<file path="src/rtl/mips32_pkg.sv">
// Shared types and constants for the MIPS32 5-stage core.
package mips32_pkg;

    localparam int unsigned REG_W = 5;
    localparam logic [REG_W-1:0] REG_ZERO = '0;

    localparam logic [5:0] OP_ADD   = 6'b000000;
    localparam logic [5:0] OP_OR    = 6'b000011;
    localparam logic [5:0] OP_MUL   = 6'b000101;
    localparam logic [5:0] OP_LW    = 6'b001000;
    localparam logic [5:0] OP_SW    = 6'b001001;
    localparam logic [5:0] OP_ADDI  = 6'b001010;
    localparam logic [5:0] OP_SUBI  = 6'b001011;
    localparam logic [5:0] OP_BNEQZ = 6'b001101;
    localparam logic [5:0] OP_BEQZ  = 6'b001110;
    localparam logic [5:0] OP_HLT   = 6'b111111;

    typedef struct packed {
        logic             valid;
        logic             wr;
        logic [REG_W-1:0] rd;
        logic             halt;
    } sb_entry_t;

endpackage

</file>
<file path="src/rtl/mips32_scoreboard.sv">
// Three-deep shift register of in-flight destinations (EX, MEM, WB) with
// parallel source-register match for the ID stage.
module mips32_scoreboard
    import mips32_pkg::*;
#(
    parameter int unsigned WB_BYPASS = 1
) (
    input  logic             clk,
    input  logic             rst,
    input  sb_entry_t        entry_in,
    input  logic [REG_W-1:0] rs,
    input  logic [REG_W-1:0] rt,
    output logic             rs_match,
    output logic             rt_match,
    output logic             wb_halt
);

    // With WB bypass the register file already holds the WB result when ID reads.
    localparam int unsigned NCHK = (WB_BYPASS != 0) ? 2 : 3;

    sb_entry_t sb [3];

    always_ff @(posedge clk) begin
        if (rst) begin
            for (int unsigned i = 0; i < 3; i++) begin
                sb[i] <= '0;
            end
        end else begin
            sb[0] <= entry_in;
            sb[1] <= sb[0];
            sb[2] <= sb[1];
        end
    end

    always_comb begin
        rs_match = 1'b0;
        rt_match = 1'b0;
        for (int unsigned i = 0; i < NCHK; i++) begin
            if (sb[i].valid && sb[i].wr && (sb[i].rd == rs)) rs_match = 1'b1;
            if (sb[i].valid && sb[i].wr && (sb[i].rd == rt)) rt_match = 1'b1;
        end
        if (rs == REG_ZERO) rs_match = 1'b0;
        if (rt == REG_ZERO) rt_match = 1'b0;
    end

    assign wb_halt = sb[2].halt;

endmodule

</file>
<file path="src/rtl/mips32_hazard_ctrl.sv">
// Pipeline interlock controller: RAW stalls in ID, wrong-path flush on taken
// branches, HLT sequencing to a sticky halted state, and a stall counter.
module mips32_hazard_ctrl
    import mips32_pkg::*;
#(
    parameter int unsigned WB_BYPASS = 1,
    parameter int unsigned CNT_W     = 16
) (
    input  logic             clk,
    input  logic             rst,
    input  logic             id_valid,
    input  logic [4:0]       id_rs,
    input  logic [4:0]       id_rt,
    input  logic             id_use_rs,
    input  logic             id_use_rt,
    input  logic [4:0]       id_rd,
    input  logic             id_wr_en,
    input  logic             id_is_halt,
    input  logic             ex_branch_taken,
    output logic             pc_hold,
    output logic             ifid_flush,
    output logic             idex_bubble,
    output logic             fetch_en,
    output logic             halted,
    output logic [CNT_W-1:0] stall_count
);

    logic      halt_pending;
    logic      rs_match;
    logic      rt_match;
    logic      wb_halt;
    logic      hazard;
    logic      flush;
    logic      stall;
    logic      issue;
    sb_entry_t entry_in;

    mips32_scoreboard #(
        .WB_BYPASS(WB_BYPASS)
    ) u_sb (
        .clk      (clk),
        .rst      (rst),
        .entry_in (entry_in),
        .rs       (id_rs),
        .rt       (id_rt),
        .rs_match (rs_match),
        .rt_match (rt_match),
        .wb_halt  (wb_halt)
    );

    always_comb begin
        flush    = ex_branch_taken;
        hazard   = id_valid && !halt_pending &&
                   ((id_use_rs && rs_match) || (id_use_rt && rt_match));
        stall    = hazard && !flush;
        issue    = id_valid && !halt_pending && !stall && !flush;
        entry_in = '0;
        if (issue) begin
            entry_in.valid = 1'b1;
            entry_in.wr    = id_wr_en;
            entry_in.rd    = id_rd;
            entry_in.halt  = id_is_halt;
        end
    end

    // Reset forces a quiet front end: nothing fetched, NOPs in both latches.
    always_comb begin
        pc_hold     = 1'b0;
        ifid_flush  = 1'b1;
        idex_bubble = 1'b1;
        fetch_en    = 1'b0;
        if (!rst) begin
            pc_hold     = stall;
            ifid_flush  = flush;
            idex_bubble = stall || flush || halt_pending;
            fetch_en    = !halt_pending && !halted;
        end
    end

    always_ff @(posedge clk) begin
        if (rst) begin
            halt_pending <= 1'b0;
            halted       <= 1'b0;
            stall_count  <= '0;
        end else begin
            if (issue && id_is_halt) halt_pending <= 1'b1;
            if (wb_halt)             halted       <= 1'b1;
            if (stall && (stall_count != '1)) stall_count <= stall_count + CNT_W'(1);
        end
    end

endmodule

</file>
<file path="config.mk">
export PLATFORM = sky130hd
export DESIGN_NAME = mips32_hazard_ctrl
export DESIGN_NICKNAME = d
export VERILOG_FILES = /design/src/rtl/mips32_pkg.sv /design/src/rtl/mips32_scoreboard.sv /design/src/rtl/mips32_hazard_ctrl.sv
export SDC_FILE = /design/constraint.sdc
export NUM_CORES = 1
export LEC_CHECK = 0
export CAP_MARGIN = 30
export CORE_UTILIZATION = 25
export CTS_CLUSTER_DIAMETER = 50
export CTS_CLUSTER_SIZE = 10
export DETAILED_ROUTE_END_ITERATION = 10
export GPL_ROUTABILITY_DRIVEN = 0
export PLACE_DENSITY = 0.46
export SETUP_SLACK_MARGIN = 0.15
export SLEW_MARGIN = 15
export SYNTH_ARGS = -nofsm -noshare
export SYNTH_HDL_FRONTEND = slang
export SYNTH_HIERARCHICAL = 1
export SYNTH_SLANG_ARGS = --single-unit
export TNS_END_PERCENT = 20
</file>
<file path="constraint.sdc">
create_clock -name clk -period 6.7 [get_ports clk]
set_input_delay 1.675 -clock clk [delete_from_list [all_inputs] [get_ports clk]]
set_output_delay 1.675 -clock clk [all_outputs]
set_load 0.01 [all_outputs]
</file>
==> impl_results.md <==
* Die H at roughly 85 um
* DRC at 2
* Fraction of the mapped netlist area in compound gates at 0.129
* Post-CTS resize count at 0
* Initial antenna violation count at 0
* Net Sw Power at between 0.0001 and 0.00015 W
* Multi-input logic area at 967 um2
* Library cells used by synthesis at 38
* Total grt overflow at 0
* Synth Instances at between 150 and 200
* Commonest cells after routing, fill and taps aside: clkdlybuf4s50_1 (43), dfxtp_1 (35), nor2b_1 (19), xor2_1 (16), a21oi_1 (13)
* GRT Total Usage at 0.124
* Largest net degree at the start of global routing at 29
* Worst clock skew at 4.44 ps
* Max-cap viol count at 0
* R2R Path Start: u_sb/sb[0][11]$_SDFF_PP0_
* Sw frac at 0.210
* Initial core utilization at 0.264
* Max IR drop VDD at 0.0838 mV
* Via count at roughly 1500
* Synthesized flop and latch total at 35
* Status: finished with violations
* Main area contributors after synthesis: dfxtp_1 (41%), xor2_1 (8.2%), nor2b_1 (6.9%), or4_1 (4.4%), a21oi_1 (3.8%)
* Crit Path Max Fanout at 15
* Share of cells above drive strength 1 at 0.0858
* Total leakage power at between 0.8 and 0.9 nW
* Vias in the first global route at roughly 1400
* Syn Nets at 210
* IO Count at 44
* CTS root buf: clkbuf_8
* RSZ-0062 raised after global routing: false
* Adder-cell share of the synthesized area at 0.00731
* FF-to-FF setup slack at 3980 ps
* Wire per inst at about 14 um
* Kind of critical path: in2out
* Cts hold-fix bufs at 0
* Mux contribution to synthesized area at 0.0132
* DPL Wire Length at 3.12 mm
* Slew HR at 0.579
* Reg power frac at 0.442
* Hold WC Path Type: reg2reg
* Global-route wire length before repair at 7.04 mm
* Reg2Reg Capture Point: stall_count[15]$_SDFFE_PP0P_
* Register area share after synthesis at 0.409
* TritonCTS clock tree: built
* Clock share of power at 0.480
* Post-synthesis simple-gate area fraction at 0.310
* Worst path max stage delay at around 560 ps
* Clk_lat worst skew at a little under 300 ps
* Buffers added on ports at 43
* Startpoint types: primary input
* Setup TNS at 0 ps
* Final ANT Viol Nets at 0
* Mapped Area at about 0.0017 mm2
* Ant diodes at 0
* Fillers at between 600 and 700
* Logic pwr share at 0.079
* Minimum clock period at 5780 ps
* Fmax at roughly 170 MHz
* Critical-path top delay cell: clkdlybuf4s50_1
* FP Rows at 29
* Yosys top cell by area: dfxtp_1
* Buffer depth of the longest clock path at 2
* Register area at roughly 700 um2
* Most common cell after layout, fill and taps aside: clkdlybuf4s50_1
* Worst setup EP type: output pin
* Worst EP arrival at just over 4000 ps
* Die Area at roughly 0.0072 mm2
* Worst Tran Pin Value at around 630 ps
* Post-CTS setup buffers at 0
* Most common cell on crit path: clkdlybuf4s50_1
* Failing checks: DRC
* Yosys top cell area share at 0.409
* Synth Area in XOR/XNOR at 0.102
* Fin nets at 256
* Die Wd at ~85 um
* Total power at 0.000482 W
* R2R depth at 8
* Internal power at approximately 0.00038 W
* Critical Path RT at around 5000 ps
* Post-Route WL at 4.21 mm
* H-tree levels at 2
* Worst-path cell chain: clkdlybuf4s50_1, xor2_1, nor4_1, nand4_1, a21oi_1, a22o_1, nand2b_1, buf_4, nor2_1, clkdlybuf4s50_1
* WHS Path Cells at 1
* CTS clk-pin slew, worst paths at 70 ps
* Routed vias/inst at between 4 and 5
* Core Box Area at approximately 0.0065 mm2
* HP Start: u_sb/sb[0][8]$_SDFF_PP0_
* Clock Sinks at 35
* Synthesis Warnings at 6
* DRT iter0 DRCs at 64
* Largest family of logic cells by synthesized area: simple AND/OR/NAND/NOR gates
* Hold EP: u_sb/sb[0][16]$_SDFF_PP0_
* Final Cycle Share at 0.863
* Layout overhead on the synthesized area at 38.2%
* Pre-antenna DRT Iters at 7
* Pwr Density at between 200 and 250 mW/mm2
* Final hold vios at 0
* Total CTS buffers at 5
* Avg Inst Size Synth at approximately 9 um2
* Final setup fails at 0
* Slew Limit Fails at 0
==> synth_stat cells (all sizes together) <==
master	count
nor3	3
o21a	1
a2111o	1
o41ai	3
o31ai	7
xnor2	4
nand3	6
ha	1
dfxtp	35
or4	11
nand4	10
and3	1
nand2	4
inv	3
buf	4
nor2b	19
a22oi	1
or2	1
clkbuf	3
o21ai	3
o311ai	3
nor2	9
or3	1
or3b	2
xor2	16
mux2	2
a22o	1
a21oi	13
and2	7
nand2b	2
nor4b	1
and4	1
nor4	7
==> worst max-delay path, delay by kind of cell <==
kind            cells  cell delay (ps)
compound gates      2              410
buf+inv             3             1210
xor+xnor            1              160
simple gates        4              630
==> cell type report <==
class | count | share of cell area
tap | 77 | 0.0407
sequential | 35 | 0.296
clock buffer | 5 | 0.0291
clock inverter | 3 | 0.0286
inverter | 3 | 0.00476
timing repair buffer | 46 | 0.192
multi-input combinational | 141 | 0.409
==> how the worst max path moves through the flow <==
stage,slack [ps],endpoint,start
finish,920,pc_hold,id_rs[2]
global route,700,pc_hold,id_rt[2]
CTS,870,pc_hold,id_rs[2]
detailed placement,890,pc_hold,id_rt[2]
global placement,900,pc_hold,id_rt[2]
floorplan,1980,pc_hold,id_rs[1]
==> per-stage QoR <==
stage / util / std cells / instance area [um2] / worst slack [ps] / hold WS [ps]
after floorplan: - / 186 / 1710 / 1980 / 411
after global placement: 0.343 / 302 / 2230 / 904 / 419
after detailed placement: 0.343 / 302 / 2230 / 892 / 423
after CTS: 0.364 / 310 / 2360 / 871 / 441
after global routing: 0.364 / 310 / 2360 / 703 / 464
final: 0.364 / 310 / 2360 / 916 / 443
==> routing by layer <==
layer	wire [um]	global-route usage	vias up
met5	0	0	-
met4	44	0.0416	0
met3	162	0.0275	4
met2	1760	0.185	28
met1	2240	0.176	691
li1	-	-	781
==> registers in the layout (all words and copies together) (netlist names) <==
register,cells
u_sb/sb,17
halted,1
halt_pending,1
stall_count,16
==> power by group through the flow <==
stage / Clock (W) / Combinational (W) / Sequential (W)
floorplan: 0 / 0.0000163 / 0.000217
global placement: 0 / 0.0000385 / 0.000218
detailed placement: 0 / 0.0000384 / 0.000218
CTS: 0.000237 / 0.0000386 / 0.000213
global route: 0.000243 / 0.0000415 / 0.000213
finish: 0.000231 / 0.0000379 / 0.000213
==> cells by family after synthesis <==
group	Yosys count
AND/OR/NAND/NOR	85
adder cells (fa/ha/maj)	1
flip-flops	35
AO/OA/AOI/OAI	33
buffers and inverters	10
XOR/XNOR	20
multiplexers	2
(Power assumes the default switching activity.)
